--- config.mk ---
export PLATFORM = sky130hd
export DESIGN_NAME = fifo_rr_scheduler
export DESIGN_NICKNAME = d
export VERILOG_FILES = /design/src/rtl/fifo_rr_scheduler_pkg.sv /design/src/rtl/fifo_rr_scheduler_rr_arbiter.sv /design/src/rtl/fifo_rr_scheduler.sv
export SDC_FILE = /design/constraint.sdc
export NUM_CORES = 1
export LEC_CHECK = 0
export CAP_MARGIN = 20
export CORE_ASPECT_RATIO = 1.5
export CORE_MARGIN = 8
export CORE_UTILIZATION = 45
export CTS_CLUSTER_SIZE = 40
export DETAILED_ROUTE_END_ITERATION = 10
export PLACE_DENSITY = 0.67
export SETUP_SLACK_MARGIN = 0.4
export SLEW_MARGIN = 20
export SYNTH_ARGS = -nofsm -noshare
export SYNTH_HDL_FRONTEND = slang
export SYNTH_SLANG_ARGS = --single-unit
--- constraint.sdc ---
create_clock -name CLK -period 4.15 [get_ports CLK]
set_input_delay 1.245 -clock CLK [delete_from_list [all_inputs] [get_ports CLK]]
set_output_delay 1.245 -clock CLK [all_outputs]
set_load 0.01 [all_outputs]
--- src/rtl/fifo_rr_scheduler_pkg.sv ---
// Shared state encoding and default sizing for the FIFO round-robin scheduler.
package fifo_rr_scheduler_pkg;

    typedef enum logic [1:0] {
        ST_IDLE  = 2'd0,
        ST_RUN   = 2'd1,
        ST_PAUSE = 2'd2,
        ST_ERROR = 2'd3
    } sched_state_e;

    localparam int DEF_NUM_Q      = 4;
    localparam int DEF_CNT_W      = 16;
    localparam int DEF_RESUME_DLY = 3;

    // RESUME_DLY is limited to 1..15, so a 4-bit down-counter always suffices.
    localparam int RESUME_W       = 4;

endpackage

--- src/rtl/fifo_rr_scheduler_rr_arbiter.sv ---
// Combinational round-robin pick: first requester after last_grant, wrapping.
module rr_arbiter
    import fifo_rr_scheduler_pkg::*;
#(
    parameter int NUM_Q = DEF_NUM_Q,
    parameter int SEL_W = $clog2(NUM_Q)
) (
    input  logic [NUM_Q-1:0] req,
    input  logic [SEL_W-1:0] last_grant,
    output logic [NUM_Q-1:0] gnt_onehot,
    output logic [SEL_W-1:0] gnt_idx,
    output logic             any
);

    logic [SEL_W-1:0] idx;

    always_comb begin
        gnt_onehot = '0;
        gnt_idx    = '0;
        any        = 1'b0;
        idx        = '0;
        for (int i = 1; i <= NUM_Q; i++) begin
            idx = SEL_W'((int'(last_grant) + i) % NUM_Q);
            if (!any && req[idx]) begin
                any             = 1'b1;
                gnt_idx         = idx;
                gnt_onehot[idx] = 1'b1;
            end
        end
    end

endmodule

--- src/rtl/fifo_rr_scheduler.sv ---
// Drains NUM_Q FIFOs into one egress port with round-robin arbitration,
// almost-full boost, back-pressure pause and sticky error halt.
//
//  state    | meaning
//  ---------+------------------------------------------------------
//  ST_IDLE  | scheduler disabled, no pops
//  ST_RUN   | arbitrating, one pop per cycle at most
//  ST_PAUSE | downstream almost full, waiting RESUME_DLY quiet cycles
//  ST_ERROR | downstream error seen, halted until RESET
module fifo_rr_scheduler
    import fifo_rr_scheduler_pkg::*;
#(
    parameter int NUM_Q      = DEF_NUM_Q,
    parameter int SEL_W      = $clog2(NUM_Q),
    parameter int RESUME_DLY = DEF_RESUME_DLY,
    parameter int CNT_W      = DEF_CNT_W
) (
    input  logic             CLK,
    input  logic             RESET,
    input  logic             ENABLE,
    input  logic [NUM_Q-1:0] FIFO_EMPTY,
    input  logic [NUM_Q-1:0] FIFO_ALMOST_FULL,
    input  logic             DEST_ALMOST_FULL,
    input  logic             DEST_ERR,
    output logic [NUM_Q-1:0] POP,
    output logic [SEL_W-1:0] SEL,
    output logic             VALID_OUT,
    output logic [1:0]       STATE,
    output logic             ERR,
    output logic [CNT_W-1:0] POP_COUNT
);

    sched_state_e         state;
    logic [SEL_W-1:0]     last_grant;
    logic [RESUME_W-1:0]  resume_cnt;

    logic [NUM_Q-1:0]     eligible;
    logic [NUM_Q-1:0]     boost_req;
    logic [NUM_Q-1:0]     boost_gnt;
    logic [NUM_Q-1:0]     norm_gnt;
    logic [SEL_W-1:0]     boost_idx;
    logic [SEL_W-1:0]     norm_idx;
    logic                 boost_any;
    logic                 norm_any;
    logic                 stay_run;

    // A FIFO popped last cycle may still show stale non-empty; skip it once.
    assign eligible  = ~FIFO_EMPTY & ~POP;
    assign boost_req = eligible & FIFO_ALMOST_FULL;
    assign stay_run  = (state == ST_RUN) && ENABLE && !DEST_ALMOST_FULL && !DEST_ERR;
    assign STATE     = state;

    rr_arbiter #(.NUM_Q(NUM_Q), .SEL_W(SEL_W)) u_arb_boost (
        .req        (boost_req),
        .last_grant (last_grant),
        .gnt_onehot (boost_gnt),
        .gnt_idx    (boost_idx),
        .any        (boost_any)
    );

    rr_arbiter #(.NUM_Q(NUM_Q), .SEL_W(SEL_W)) u_arb_norm (
        .req        (eligible),
        .last_grant (last_grant),
        .gnt_onehot (norm_gnt),
        .gnt_idx    (norm_idx),
        .any        (norm_any)
    );

    always_ff @(posedge CLK or posedge RESET) begin
        if (RESET) begin
            state      <= ST_IDLE;
            POP        <= '0;
            VALID_OUT  <= 1'b0;
            SEL        <= '0;
            ERR        <= 1'b0;
            POP_COUNT  <= '0;
            last_grant <= SEL_W'(NUM_Q - 1);
            resume_cnt <= '0;
        end else begin
            POP <= '0;

            // While POP is high, last_grant is exactly the popped index.
            if (DEST_ERR || state == ST_ERROR) begin
                VALID_OUT <= 1'b0;
            end else begin
                VALID_OUT <= |POP;
                if (|POP) begin
                    SEL <= last_grant;
                end
            end

            if (stay_run && (boost_any || norm_any)) begin
                POP        <= boost_any ? boost_gnt : norm_gnt;
                last_grant <= boost_any ? boost_idx : norm_idx;
                POP_COUNT  <= POP_COUNT + 1'b1;
            end

            if (DEST_ERR) begin
                state <= ST_ERROR;
                ERR   <= 1'b1;
            end else begin
                case (state)
                    ST_IDLE: begin
                        if (ENABLE) begin
                            state <= ST_RUN;
                        end
                    end
                    ST_RUN: begin
                        if (!ENABLE) begin
                            state <= ST_IDLE;
                        end else if (DEST_ALMOST_FULL) begin
                            state      <= ST_PAUSE;
                            resume_cnt <= RESUME_W'(RESUME_DLY);
                        end
                    end
                    ST_PAUSE: begin
                        if (!ENABLE) begin
                            state <= ST_IDLE;
                        end else if (DEST_ALMOST_FULL) begin
                            resume_cnt <= RESUME_W'(RESUME_DLY);
                        end else if (resume_cnt <= RESUME_W'(1)) begin
                            state      <= ST_RUN;
                            resume_cnt <= '0;
                        end else begin
                            resume_cnt <= resume_cnt - 1'b1;
                        end
                    end
                    default: begin
                        state <= ST_ERROR;
                    end
                endcase
            end
        end
    end

endmodule

==> results.md, run 1 <==
- Of all flip-flops after synthesis, the portion carrying an async set or reset was 100%.
- The internal power summed over all cells is 0.000817 W.
- The combined area of the multi-input logic cells is 1540 sq um.
- Setup repair after global routing left no endpoint under its margin.
- In the finished design, the share of the clock period the worst path needs comes to 85.8%.
- The clock transition time at the flip-flop clock pins of the worst setup and hold paths is 0.07 ns.
- Routability-driven placement finished with a final weighted congestion of 0.913.
- The switching share of total power is 40.7%.
- The clock network power share is 18.0%.
- The run finished with clean final reports.
- The tightest min-delay check is of the flop to flop type.
- From bottom edge to top edge, the die measures 106 microns.
- Counting flops with a built-in enable in the synthesized netlist gives 0.
- The reported net switching power is 0.000560 W.
- For this run, the total global-route usage over all layers was measured as 16.1%.
- The number of hold violations in the final report was 0.
- TritonCTS built the clock tree.
- Pin placement for this block handled 39 I/O pins.
- The post-route cell area is 2970 sq um.
- Dividing the detail-routed wire length by the instance count gives 17.8 microns.
- The standard cell with the maximum stage delay on the critical path is sky130_fd_sc_hd__mux4_1.
- The initial antenna violation count is 0.
- The category of the critical setup timing path is input pin to flop.
- Dividing the detail-routed via count by the number of cells gives 6.08.
- Grouping stages by cell kind, the critical path spends the most delay in simple AND/OR/NAND/NOR gates.
- Counting every net in the synthesized netlist gives 282.
- The required time reported for the critical path endpoint is 4.35 ns.
- The critical path goes through clkdlybuf4s50_1 > or3b_1 > mux4_1 > and2_4 > a22o_1 > a311oi_2 > xnor2_1.
- The die outline width is 76.0 microns.
- The first detailed-routing pass ran for 5 iterations.
- STA classifies the critical path endpoint as a flop.
- Yosys printed 0 warnings.
- The part of the power in combinational logic is 51.2%.
- IR analysis of the VDD net gives a maximum drop of 0.000227 V.
- In the final layout, the share of cells above drive strength 1 is 13.2%.
- The half-perimeter wire length after placement is 4890 microns.
- The total power density per cell area is 463 nW/um^2.
- The count of final max-slew check failures came to 0.
- The shortest period the worst path allows is 3.56 ns.
- Entering global routing, the biggest net connects 33 pins.
- The area growth from synthesis to layout is 22.6%.
- CTS saw 32 sinks.
- The global-route wire length before repair is 10,700 microns.
- At the pin with the least slew margin, the transition time is 0.556 ns.
- For this run, the slowest stage of the critical path takes 0.64 ns.
- The max-slew headroom at the worst pin is 62.4%.
- The post-cts sizing count is 0.
- The worst-case clock skew is 0.00705 ns.
- The via count of the first global-routing pass was 2,256.
- The antenna diode count is 0.
- In this run the mean area of a mapped cell was 9.55 sq um.
- The number of remaining DRC errors is 0.
- The number of nets in the final layout is 322.
- The main flop type after synthesis is sky130_fd_sc_hd__dfrtp_1.
- In this run, the number of DRC markers left after iteration 0 of detailed routing was 148.
- In the layout the commonest cells are 38 x sky130_fd_sc_hd__clkdlybuf4s50_1, 30 x sky130_fd_sc_hd__dfrtp_1, 17 x sky130_fd_sc_hd__nor2_1, 15 x sky130_fd_sc_hd__ha_1.
- The area used by sequential logic in the layout is 803 sq um.
- The remaining global-route overflow is 0.
- In this run the number of H-tree levels came out at 2.
- The sequential power share is 30.8%.
- The detail route stage leaves a number of antenna-violating nets equal to 0.
- The synthesized area is 2430 sq um.
- After clock tree synthesis, the flow added hold-fix buffers numbering 0.
- Row generation in the floorplan step produced 33 rows.
- The filler cells instantiated in the layout total 485.
- The clock passes through at most 2 buffers.
- TritonCTS created 5 clock buffers.
- The number of buffers added for setup after CTS is 0.
- The total of endpoints with negative setup slack in the final report is 0.
- For this run, the register share of the synthesized area comes to 33.1%.
- The die area is 8050 sq um.
- The flip-flop and latch count after synthesis is 32.
- In this run the worst path has a maximum fanout of 8.
- The sort of element at the start of the critical path is an input pin.
- Together, buffers and inverters on the worst path number 1.
- The number of distinct library cell variants in the gate-level netlist after synthesis is 58.
- The leakage dissipation is 1.19 nW.
- CTS placed an instance of sky130_fd_sc_hd__clkbuf_8 at the clock tree root.
- The via count is 2,219.
- The maximum clock frequency is 281 MHz.
- Setup total negative slack on the finished layout was measured at 0 ns.
- After technology mapping, the gate count stands at 254.
- The area of the placeable core is 5330 sq um.
- Once placement finished, the instance area stood at 2880 sq um.
- Across the run, the number of max-cap violations was 0.
- The count of buffers added on input and output ports is 38.
- The data arrival at the endpoint of the critical path is 3.76 ns.
- The starting density of the core is 45.5%.
- The commonest non-fill, non-tap cell in the layout is sky130_fd_sc_hd__clkdlybuf4s50_1.
- Summed over all layers, the routed wires come to 6500 microns.
- For the worst-skew pair, the clock arrives at the later sink with an insertion delay of 0.28 ns.
-- synthesized netlist by cell type (7+ instances only) --
library cell               instances  area (sq um)
sky130_fd_sc_hd__nand2_1          13          48.8
sky130_fd_sc_hd__nor3_1            9          45.0
sky130_fd_sc_hd__a21oi_1          13          65.1
sky130_fd_sc_hd__o21ai_0           8          40.0
sky130_fd_sc_hd__nand3_1           7          35.0
sky130_fd_sc_hd__dfrtp_1          30           751
sky130_fd_sc_hd__inv_1             9          33.8
sky130_fd_sc_hd__nor2_1           17          63.8
sky130_fd_sc_hd__nand4_1           9          56.3
sky130_fd_sc_hd__a21boi_0          7          52.6
sky130_fd_sc_hd__xnor2_1          12           105
sky130_fd_sc_hd__ha_1             15           188
-- stage by stage --
stage / std cells / hold WS (ns) / utilization [%] / power [W] / setup WS (ns)
floorplan: 254 / 0.487 / - / 0.000924 / 1.06
global placement: 357 / 0.455 / 54.1 / 0.00112 / 0.416
detailed placement: 357 / 0.455 / 54.1 / 0.00112 / 0.370
CTS: 365 / 0.476 / 55.8 / 0.00138 / 0.655
global route: 365 / 0.485 / 55.8 / 0.00146 / 0.573
finish: 365 / 0.468 / 55.8 / 0.00138 / 0.591
-- power by group through the flow --
stage	clock [W]	sequential [W]	combinational, W
4_1_cts	0.000257	0.000422	0.000699
3_3_place_gp	0	0.000426	0.000692
6_report	0.000247	0.000424	0.000705
5_1_grt	0.000267	0.000432	0.000761
3_5_place_dp	0	0.000428	0.000694
2_1_floorplan	0	0.000386	0.000538
-- worst reg2reg max path, cell delays in order, from the launching register on --
cell and delay (ns):
sky130_fd_sc_hd__dfstp_2 0.80, sky130_fd_sc_hd__inv_1 0.27, sky130_fd_sc_hd__ha_1 0.48, sky130_fd_sc_hd__buf_4 0.23, sky130_fd_sc_hd__or3_2 0.47, sky130_fd_sc_hd__a2111oi_0 0.43, sky130_fd_sc_hd__a31o_2 0.18, sky130_fd_sc_hd__a221o_1 0.14
sky130_fd_sc_hd__a211oi_1 0.07, sky130_fd_sc_hd__nor3_1 0.19
-- state kept, by name, summed over array words and instances, names as in the netlist --
name        flops
last_grant      2
SEL             2
STATE           2
VALID_OUT       1
resume_cnt      4
POP             4
POP_COUNT      16
ERR             1
-- metal layers --
layer | global-route usage, % | vias up | wire, microns
met1 | 16.6 | 1077 | 2550
met4 | 9.44 | 0 | 207
met2 | 29.3 | 86 | 3410
met3 | 3.04 | 17 | 336
li1 | - | 1039 | -
met5 | 0 | - | 0
-- logic make-up (layout without fill, tap and decap cells) --
| logic type | count (synthesis) | count (layout) | synth area share [%] |
|---|---|---|---|
| mux | 11 | 11 | 7.99 |
| compound gates | 68 | 68 | 20.6 |
| buf+inv | 20 | 61 | 3.51 |
| xor+xnor | 16 | 16 | 5.78 |
| simple gates | 92 | 92 | 21.2 |
| flops | 32 | 32 | 33.1 |
| fa+ha+maj | 15 | 15 | 7.74 |
-- worst paths after layout --
kind | cells after the start | slack (ns) | end | from
setup / recovery | 7 | 0.59 | last_grant[0] | FIFO_EMPTY[3]
hold / removal | 1 | 0.47 | POP_COUNT[15] | POP_COUNT[15]
setup reg to reg | 9 | 0.81 | POP[3] | last_grant[1]
hold reg to reg | 1 | 0.47 | POP_COUNT[15] | POP_COUNT[15]
max in group asynchronous | 3 | 2.46 | last_grant[1] | RESET
min in group asynchronous | 3 | 1.36 | POP_COUNT[11] | RESET
-- final cells by class --
class | count | area share [%]
clock buffers | 8 | 3.03
inverters | 10 | 1.26
multi-input cells | 202 | 51.7
flip-flops and latches | 32 | 27.0
well taps | 70 | 2.94
repair buffers | 43 | 14.1
(Power assumes the default switching activity.)
==> inputs of run 2 (changes only) <==
--- a/config.mk
+++ b/config.mk
@@ -7,10 +7,12 @@
 export LEC_CHECK = 0
 export CAP_MARGIN = 20
+export CELL_PAD_IN_SITES_DETAIL_PLACEMENT = 0
+export CELL_PAD_IN_SITES_GLOBAL_PLACEMENT = 1
 export CORE_ASPECT_RATIO = 1.5
 export CORE_MARGIN = 8
-export CORE_UTILIZATION = 45
+export CORE_UTILIZATION = 41
 export CTS_CLUSTER_SIZE = 40
 export DETAILED_ROUTE_END_ITERATION = 10
-export PLACE_DENSITY = 0.67
+export PLACE_DENSITY = 0.78
 export SETUP_SLACK_MARGIN = 0.4
 export SLEW_MARGIN = 20
==> constraint.sdc (replaced) <==
create_clock -name CLK -period 4.15 [get_ports CLK]
set_input_delay 1.245 -clock CLK [delete_from_list [all_inputs] [get_ports CLK]]
set_output_delay 1.245 -clock CLK [all_outputs]
set_load 0.1 [all_outputs]
==> run 2 against run 1 <==
Setup slack better by 0.062 ns. Worst hold slack better by 0.0035 ns. Cell count up 1.1%. Sequential cell count unchanged. Count of clock-buffer cells in the layout down 1. Clock power up 32%. Register-to-register slack better by 0.48 ns.
==> results.md, run 2 (synthesis results as in run 1) <==
- The CTS buffer count is 5 (unchanged).
- The element type at the critical path end is a flop.
- The largest driver fanout on the critical path came to 8 (unchanged).
- The number of buffers on the longest clock path was 2 (unchanged).
- Setup repair after global routing left no endpoint under its margin.
- The routed length per placed instance came to 17.4 microns (-2.2%).
- The number of buffers added on ports is 38 (unchanged).
- The detailed-routing iteration count for the pre-antenna-repair pass came to 4 (-1).
- The largest registers in the layout are POP_COUNT (16), POP (4), resume_cnt (4).
- The worst-case clock skew is 0.00914 ns (+0.00209 ns).
- The setup TNS after final layout came to 0 ns (unchanged).
- The hold path endpoint is POP_COUNT[15].
- By startpoint and endpoint, the worst setup path is classified as input pin to flop.
- In this run the critical register-to-register path is launched from last_grant[1].
- The hold path depth is 1 (unchanged).
- The antenna diode count is 0 (unchanged).
- The area growth from synthesis to layout is 24.6%.
- In this run the critical register-to-register path is captured at POP[0].
- The via count of the first global-routing pass was 2,255 (-0.044%).
- The starting density of the core came to 42.2% (-3.3 points).
- The maximum clock frequency is 286 MHz (+1.8%).
- The number of nets in the final layout came to 324 (+0.62%).
- The total power density per cell area is 526 nW/um^2 (+14%).
- The worst-case reg-to-reg path depth was 8 (-1).
- The source-to-sink clock delay at the later pin of the worst-skew pair is 0.29 ns (about the same).
- The die outline width came to 78.8 microns (+3.8%).
- The required time reported for the critical path endpoint is 4.37 ns (+0.02 ns).
- The ratio of cells with drive above 1 in the final layout was 15.2% (+1.9 points).
- The register-to-register path setup slack is 1.29 ns (+0.48 ns).
- The global-route usage over all layers was 15.3% (-0.72 points).
- The first-iteration detailed-routing DRC count is 90 (-39%).
- TritonCTS built the clock tree.
- The number of I/O pins is 39 (unchanged).
- The post-placement setup slack came to 0.381 ns (+0.0104 ns).
- The number of buffers added for setup after CTS is 0 (unchanged).
- The area of the placeable core is 5740 sq um (+7.8%).
- The final clock period utilization by the worst path came to 84.3% (-1.5 points).
- The data arrival at the endpoint of the critical path is 3.72 ns (-0.04 ns).
- In this run the clock root is driven by a sky130_fd_sc_hd__clkbuf_8.
- Leaving out fill and tap cells, the most frequent cell in the layout is sky130_fd_sc_hd__clkdlybuf4s50_1.
- The initial antenna violation count is 0 (unchanged).
- The number of remaining DRC errors is 0 (unchanged).
- The peak supply drop is 0.000328 V (+45%).
- The global-route wire length before repair was 10,600 microns (-1.2%).
- The number of vias per cell after detailed routing is 5.98 (-1.7%).
- The remaining global-route overflow is 0 (unchanged).
- The post-cts sizing count is 0 (unchanged).
- The CTS sink count is 32 (unchanged).
- In the layout the commonest cells are 36 x sky130_fd_sc_hd__clkdlybuf4s50_1, 30 x sky130_fd_sc_hd__dfrtp_1, 17 x sky130_fd_sc_hd__nor2_1, 15 x sky130_fd_sc_hd__ha_1.
- The total of endpoints with negative setup slack in the final report is 0 (unchanged).
- The leakage dissipation is 1.23 nW (+2.7%).
- The flip-flop count of the largest register after layout is 16 (unchanged).
- The worst-case setup margin in the final layout is 0.653 ns (+0.0621 ns).
- The number of core rows is 34 (+3.0%).
- The pin slew with the least headroom to its limit was 0.984 ns (+0.428 ns).
- The number of hold violations in the final report came to 0 (unchanged).
- The hold buffer count at CTS is 0 (unchanged).
- The total number of H-tree levels is 2 (unchanged).
- The clock transition time at the flip-flop clock pins of the worst setup and hold paths was 0.07 ns (about the same).
- The final RePlAce weighted congestion is 0.906 (-0.79%).
- The count of final max-slew check failures was 0 (unchanged).
- The largest net degree at the start of global routing was 22 (-33%).
- The class of the worst hold path is flop to flop.
- The flow ran to the end, and the final reports show no timing, DRC or antenna violations.
- The shortest period the worst path allows is 3.50 ns (-0.0621 ns).
- The power consumption is 0.00159 W (+16%).
- The worst setup path is launched from an input pin.
- The remaining antenna violation count after routing is 0 (unchanged).
- The half-perimeter wire length after placement is 4980 microns (+1.8%).
- The die area is 8690 sq um (+8.0%).
- The number of max-cap violations came to 0 (unchanged).
- The max-slew headroom at the worst pin is 34.2% (-28 points).
- The top register by number of flip-flops is POP_COUNT.
- The final routed wirelength across all metal layers is 6420 microns (-1.2%).
- The die outline height is 110 microns (+4.0%).
- The worst hold path begins at POP_COUNT[15].
- The via count is 2,206 (-0.59%).
## run 2: routing by layer
metal	up-vias	GRT usage (%)	share of wire (%)
met1	1078	15.0	39
met3	19	3.65	4.7
met5	-	0	0
li1	1045	-	-
met4	0	8.38	3.3
met2	64	28.9	53
## run 2: power breakdown
part           total [W]  leakage [nW]  switching, W  internal, W
registers       0.000374         0.408     0.0000291     0.000345
logic           0.000891         0.755      0.000546     0.000345
clock network   0.000326        0.0645      0.000115     0.000212
## run 2: worst max-delay path by stage
stage                              from             to  slack, ns  cells past startpoint
after floorplan           last_grant[0]  last_grant[1]       1.06                      9
after global placement    FIFO_EMPTY[1]  last_grant[0]       0.44                      7
after detailed placement  FIFO_EMPTY[3]  last_grant[0]       0.38                      7
after CTS                 FIFO_EMPTY[3]  last_grant[0]       0.68                      7
after global routing      FIFO_EMPTY[3]  last_grant[0]       0.57                      7
final                     FIFO_EMPTY[3]  last_grant[0]       0.65                      7
## run 2: area by class of cell
type                            count  area (sq um)
Clock buffer                        7          96.3
Clock inverter                      1          30.0
Fill cell                         565          2720
Inverter                           10          37.5
Multi-Input combinational cell    202          1540
Sequential cell                    32           803
Tap cell                           72          90.1
Timing Repair Buffer               45           428
## run 2: metrics by stage
stage	area (sq um)	utilization, %	cells	hold slack, ns
6_report	3020	52.6	369	0.472
5_1_grt	3020	52.6	369	0.501
4_1_cts	3020	52.6	369	0.481
3_5_place_dp	2900	50.4	361	0.460
3_3_place_gp	2900	50.4	361	0.457
2_1_floorplan	2430	-	254	0.487
## run 2: worst max-delay path, cell delays in order
cell                              delay, ns
sky130_fd_sc_hd__clkdlybuf4s50_1       0.54
sky130_fd_sc_hd__or3b_1                0.46
sky130_fd_sc_hd__mux4_1                0.61
sky130_fd_sc_hd__and2_4                0.19
sky130_fd_sc_hd__a22o_1                0.19
sky130_fd_sc_hd__a311oi_2              0.32
sky130_fd_sc_hd__xnor2_1               0.16
==> inputs of run 3 (changes only) <==
- CORE_UTILIZATION: 41 -> 37
- PLACE_DENSITY: 0.78 -> 0.74
- clock period: 4.15 -> 2.9 ns (I/O delays scaled with it)
==> run 3 against run 2 <==
Die area is 8.9% higher. Wire length is 12% higher. Worst hold slack better by 0.00057 ns. Critical endpoint is now POP[1]. Global-route usage is 0.45 points higher. Count of clock-buffer cells in the layout stayed put. Critical path type unchanged. Non-clock buffer count is 41 higher. Core utilization is 0.67 points lower. Register-to-register slack worse by 0.82 ns. Largest power group unchanged.
==> results.md, run 3 (synthesis results as in run 1) <==
- The worst-case clock skew is 0.0108 ns (+0.00169 ns).
- The total number of H-tree levels is 2 (unchanged).
- The starting density of the core was 37.7% (-4.6 points).
- The number of core rows is 36 (+5.9%).
- The area of the placeable core is 6440 sq um (+12%).
- The setup path with the least slack is of type input pin to flop.
- The leakage dissipation is 1.48 nW (+21%).
- The hold path depth is 1 (unchanged).
- The source-to-sink clock delay at the later pin of the worst-skew pair is 0.29 ns (about the same).
- The clock network power share is 19.0% (-1.5 points).
- The die outline width is 82.1 microns (+4.2%).
- In the final layout, the registers with the most flip-flops are POP_COUNT (16), POP (4), resume_cnt (4).
- The clock transition time at the flip-flop clock pins of the worst setup and hold paths is 0.07 ns (about the same).
- The ratio of cells with drive above 1 in the final layout is 42.3% (+27 points).
- The data arrival at the endpoint of the critical path is 2.61 ns (-1.11 ns).
- The peak supply drop was 0.000445 V (+36%).
- The part of the power in combinational logic is 59.4% (+3.4 points).
- The number of hold violations in the final report is 0 (unchanged).
- The global-route wire length before repair is 11,500 microns (+8.8%).
- The number of buffers added on ports is 38 (unchanged).
- After layout, the worst path uses 84.3% of the clock period.
- Clock tree synthesis selected as its root buffer the cell sky130_fd_sc_hd__clkbuf_8.
- The library cell used most frequently in the layout, excluding fill and tap cells, is sky130_fd_sc_hd__buf_4.
- The number of max-cap violations is 0 (unchanged).
- The sequential power share is 21.6% (-1.9 points).
- The final RePlAce weighted congestion is 0.818 (-9.7%).
- The via count is 2,343 (+6.2%).
- The number of I/O pins is 39 (unchanged).
- The internal power summed over all cells was 0.00146 W (+62%).
- The largest driver fanout on the critical path is 4 (-4).
- The count of filler cells inserted in the layout was 628 (+11%).
- The library cells used most frequently in the layout, excluding fill and tap cells, are 73 x sky130_fd_sc_hd__buf_4, 24 x sky130_fd_sc_hd__dfrtp_1, 14 x sky130_fd_sc_hd__ha_1, 13 x sky130_fd_sc_hd__a21oi_1.
- The routed length per placed instance is 17.4 microns (-0.27%).
- Setup repair after global routing could not meet its margin everywhere.
- The total power density per cell area is 754 nW/um^2 (+43%).
- The switching share of total power is 42.3% (-1.1 points).
- The half-perimeter wire length after placement was 5670 microns (+14%).
- The cell area reported after detailed placement is 3150 sq um (+8.7%).
- The worst-case reg-to-reg path depth is 8 (unchanged).
- The largest net degree at the start of global routing is 22 (unchanged).
- The required time reported for the critical path endpoint came to 3.07 ns (-1.30 ns).
- The run finished with clean final reports.
- The area growth from synthesis to layout is 38.0%.
- The first-iteration detailed-routing DRC count is 80 (-11%).
- The flip-flop count of the largest register after layout is 16 (unchanged).
- The count of final max-slew check failures came to 0 (unchanged).
- The die area was 9460 sq um (+8.9%).
- The kind of cell with the highest combined delay along the critical path is simple AND/OR/NAND/NOR gates.
- The number of remaining DRC errors is 0 (unchanged).
- The class of the worst hold path is flop to flop.
- The area used by sequential logic in the layout came to 811 sq um (+0.93%).
- For this run, the top clock speed supported by timing is 409 MHz.
- The register-to-register path setup slack is 0.47 ns (-0.82 ns).
- The die outline height is 115 microns (+4.5%).
- The startpoint identified for the worst hold timing path is ERR.
- The final design utilization is 52.0% (-0.67 points).
- The CTS sink count is 32 (unchanged).
- The global-route usage over all layers was 15.8% (+0.45 points).
- The hold path endpoint is ERR.
- The element type at the critical path end is a flop.
- The end of the worst register-to-register path is POP[3].
- The shortest period the worst path allows is 2.44 ns.
- The post-route cell area is 3350 sq um (+11%).
- The worst hold margin is 0.472 ns (+0.000572 ns).
- The pin slew with the least headroom to its limit came to 0.513 ns (-0.471 ns).
- The initial antenna violation count is 0 (unchanged).
- The combined area of the multi-input logic cells was 1620 sq um (+5.3%).
- The max-slew headroom at the worst pin is 65.7% (+32 points).
- The reported net switching power came to 0.00107 W (+55%).
- The number of vias per cell after detailed routing is 5.66 (-5.3%).
- The number of nets in the final layout is 365 (+13%).
- The clock tree from TritonCTS is done.
- The power consumption came to 0.00253 W (+59%).
- The startpoint identified for the worst register-to-register timing path is last_grant[0].
- The number of buffers on the longest clock path is 2 (unchanged).
- The longest individual stage delay on the worst path is 0.55 ns (-0.06 ns).
- The final routed wirelength across all metal layers is 7190 microns (+12%).
- The antenna diode count is 0 (unchanged).
- The via count of the first global-routing pass is 2,424 (+7.5%).
- The total of endpoints with negative setup slack in the final report is 0 (unchanged).
- The remaining global-route overflow came to 0 (unchanged).
- The CTS buffer count is 5 (unchanged).
- The top register by number of flip-flops is POP_COUNT.
- The combined buffer and inverter count along the critical path is 1 (unchanged).
- The remaining antenna violation count after routing was 0 (unchanged).
- The standard cell with the maximum stage delay on the critical path is sky130_fd_sc_hd__mux4_2.
- The detailed-routing iteration count for the pre-antenna-repair pass is 4 (unchanged).
- The hold buffer count at CTS came to 0 (unchanged).
- Walking the worst path, the cells encountered are buf_6 > or3b_4 > mux4_2 > or2b_1 > o22a_2 > o31ai_1 > a21oi_1.
- The sort of element at the start of the critical path is an input pin.
[run 3: worst reg2reg max path, cell delays in order (launching register included)]
cell	delay, ns
sky130_fd_sc_hd__dfstp_2	0.60
sky130_fd_sc_hd__clkinv_8	0.11
sky130_fd_sc_hd__ha_4	0.35
sky130_fd_sc_hd__or3b_4	0.39
sky130_fd_sc_hd__a2111oi_2	0.36
sky130_fd_sc_hd__a31o_2	0.16
sky130_fd_sc_hd__a221o_1	0.14
sky130_fd_sc_hd__a211oi_1	0.07
sky130_fd_sc_hd__nor3_1	0.16
[run 3: through the flow]
stage | cells | worst slack (ns) | TNS (ns)
2_1_floorplan | 254 | 0.242 | 0
3_3_place_gp | 400 | -0.293 | -3.04
3_5_place_dp | 400 | -0.310 | -3.26
4_1_cts | 410 | 0.401 | 0
5_1_grt | 414 | 0.360 | 0
6_report | 414 | 0.456 | 0
[run 3: cell type report]
cell class	count	share of cell area, %
well taps	76	2.84
inverters	10	1.50
clock buffers	7	2.88
repair buffers	86	19.3
clock inverters	1	0.897
flip-flops and latches	32	24.2
multi-input cells	202	48.4
[run 3: worst max path at each step]
stage	startpoint	end	slack (ns)	depth (start not counted)
after global placement	FIFO_EMPTY[1]	POP[0]	-0.29	7
after floorplan	FIFO_EMPTY[2]	last_grant[1]	0.24	6
after global routing	ENABLE	POP_COUNT[9]	0.36	7
final	FIFO_EMPTY[2]	POP[1]	0.46	7
after detailed placement	FIFO_EMPTY[1]	last_grant[1]	-0.31	9
after CTS	last_grant[0]	POP[3]	0.40	8
[run 3: timing repair]
| action | in CTS | in global routing |
|---|---|---|
| pin swaps | 16 | 6 |
| setup endpoints to repair | 21 | 13 |
| buffers inserted | 2 | 4 |
| gates resized for setup | 37 | 16 |
[run 3: power groups by stage]
| stage | registers [W] | logic (W) | clock network (W) |
|---|---|---|---|
| final | 0.000546 | 0.00150 | 0.000479 |
| after global routing | 0.000553 | 0.00161 | 0.000510 |
| after CTS | 0.000544 | 0.00142 | 0.000487 |
| after detailed placement | 0.000551 | 0.00140 | 0 |
| after global placement | 0.000551 | 0.00139 | 0 |
| after floorplan | 0.000726 | 0.000850 | 0 |
[run 3: layer usage]
| layer | global-route usage [%] | wire length, microns | vias to the layer above |
|---|---|---|---|
| li1 | - | - | 1123 |
| met1 | 17.3 | 2890 | 1144 |
| met2 | 27.4 | 3800 | 60 |
| met3 | 2.97 | 302 | 16 |
| met4 | 8.59 | 189 | 0 |
| met5 | 0 | 0 | - |
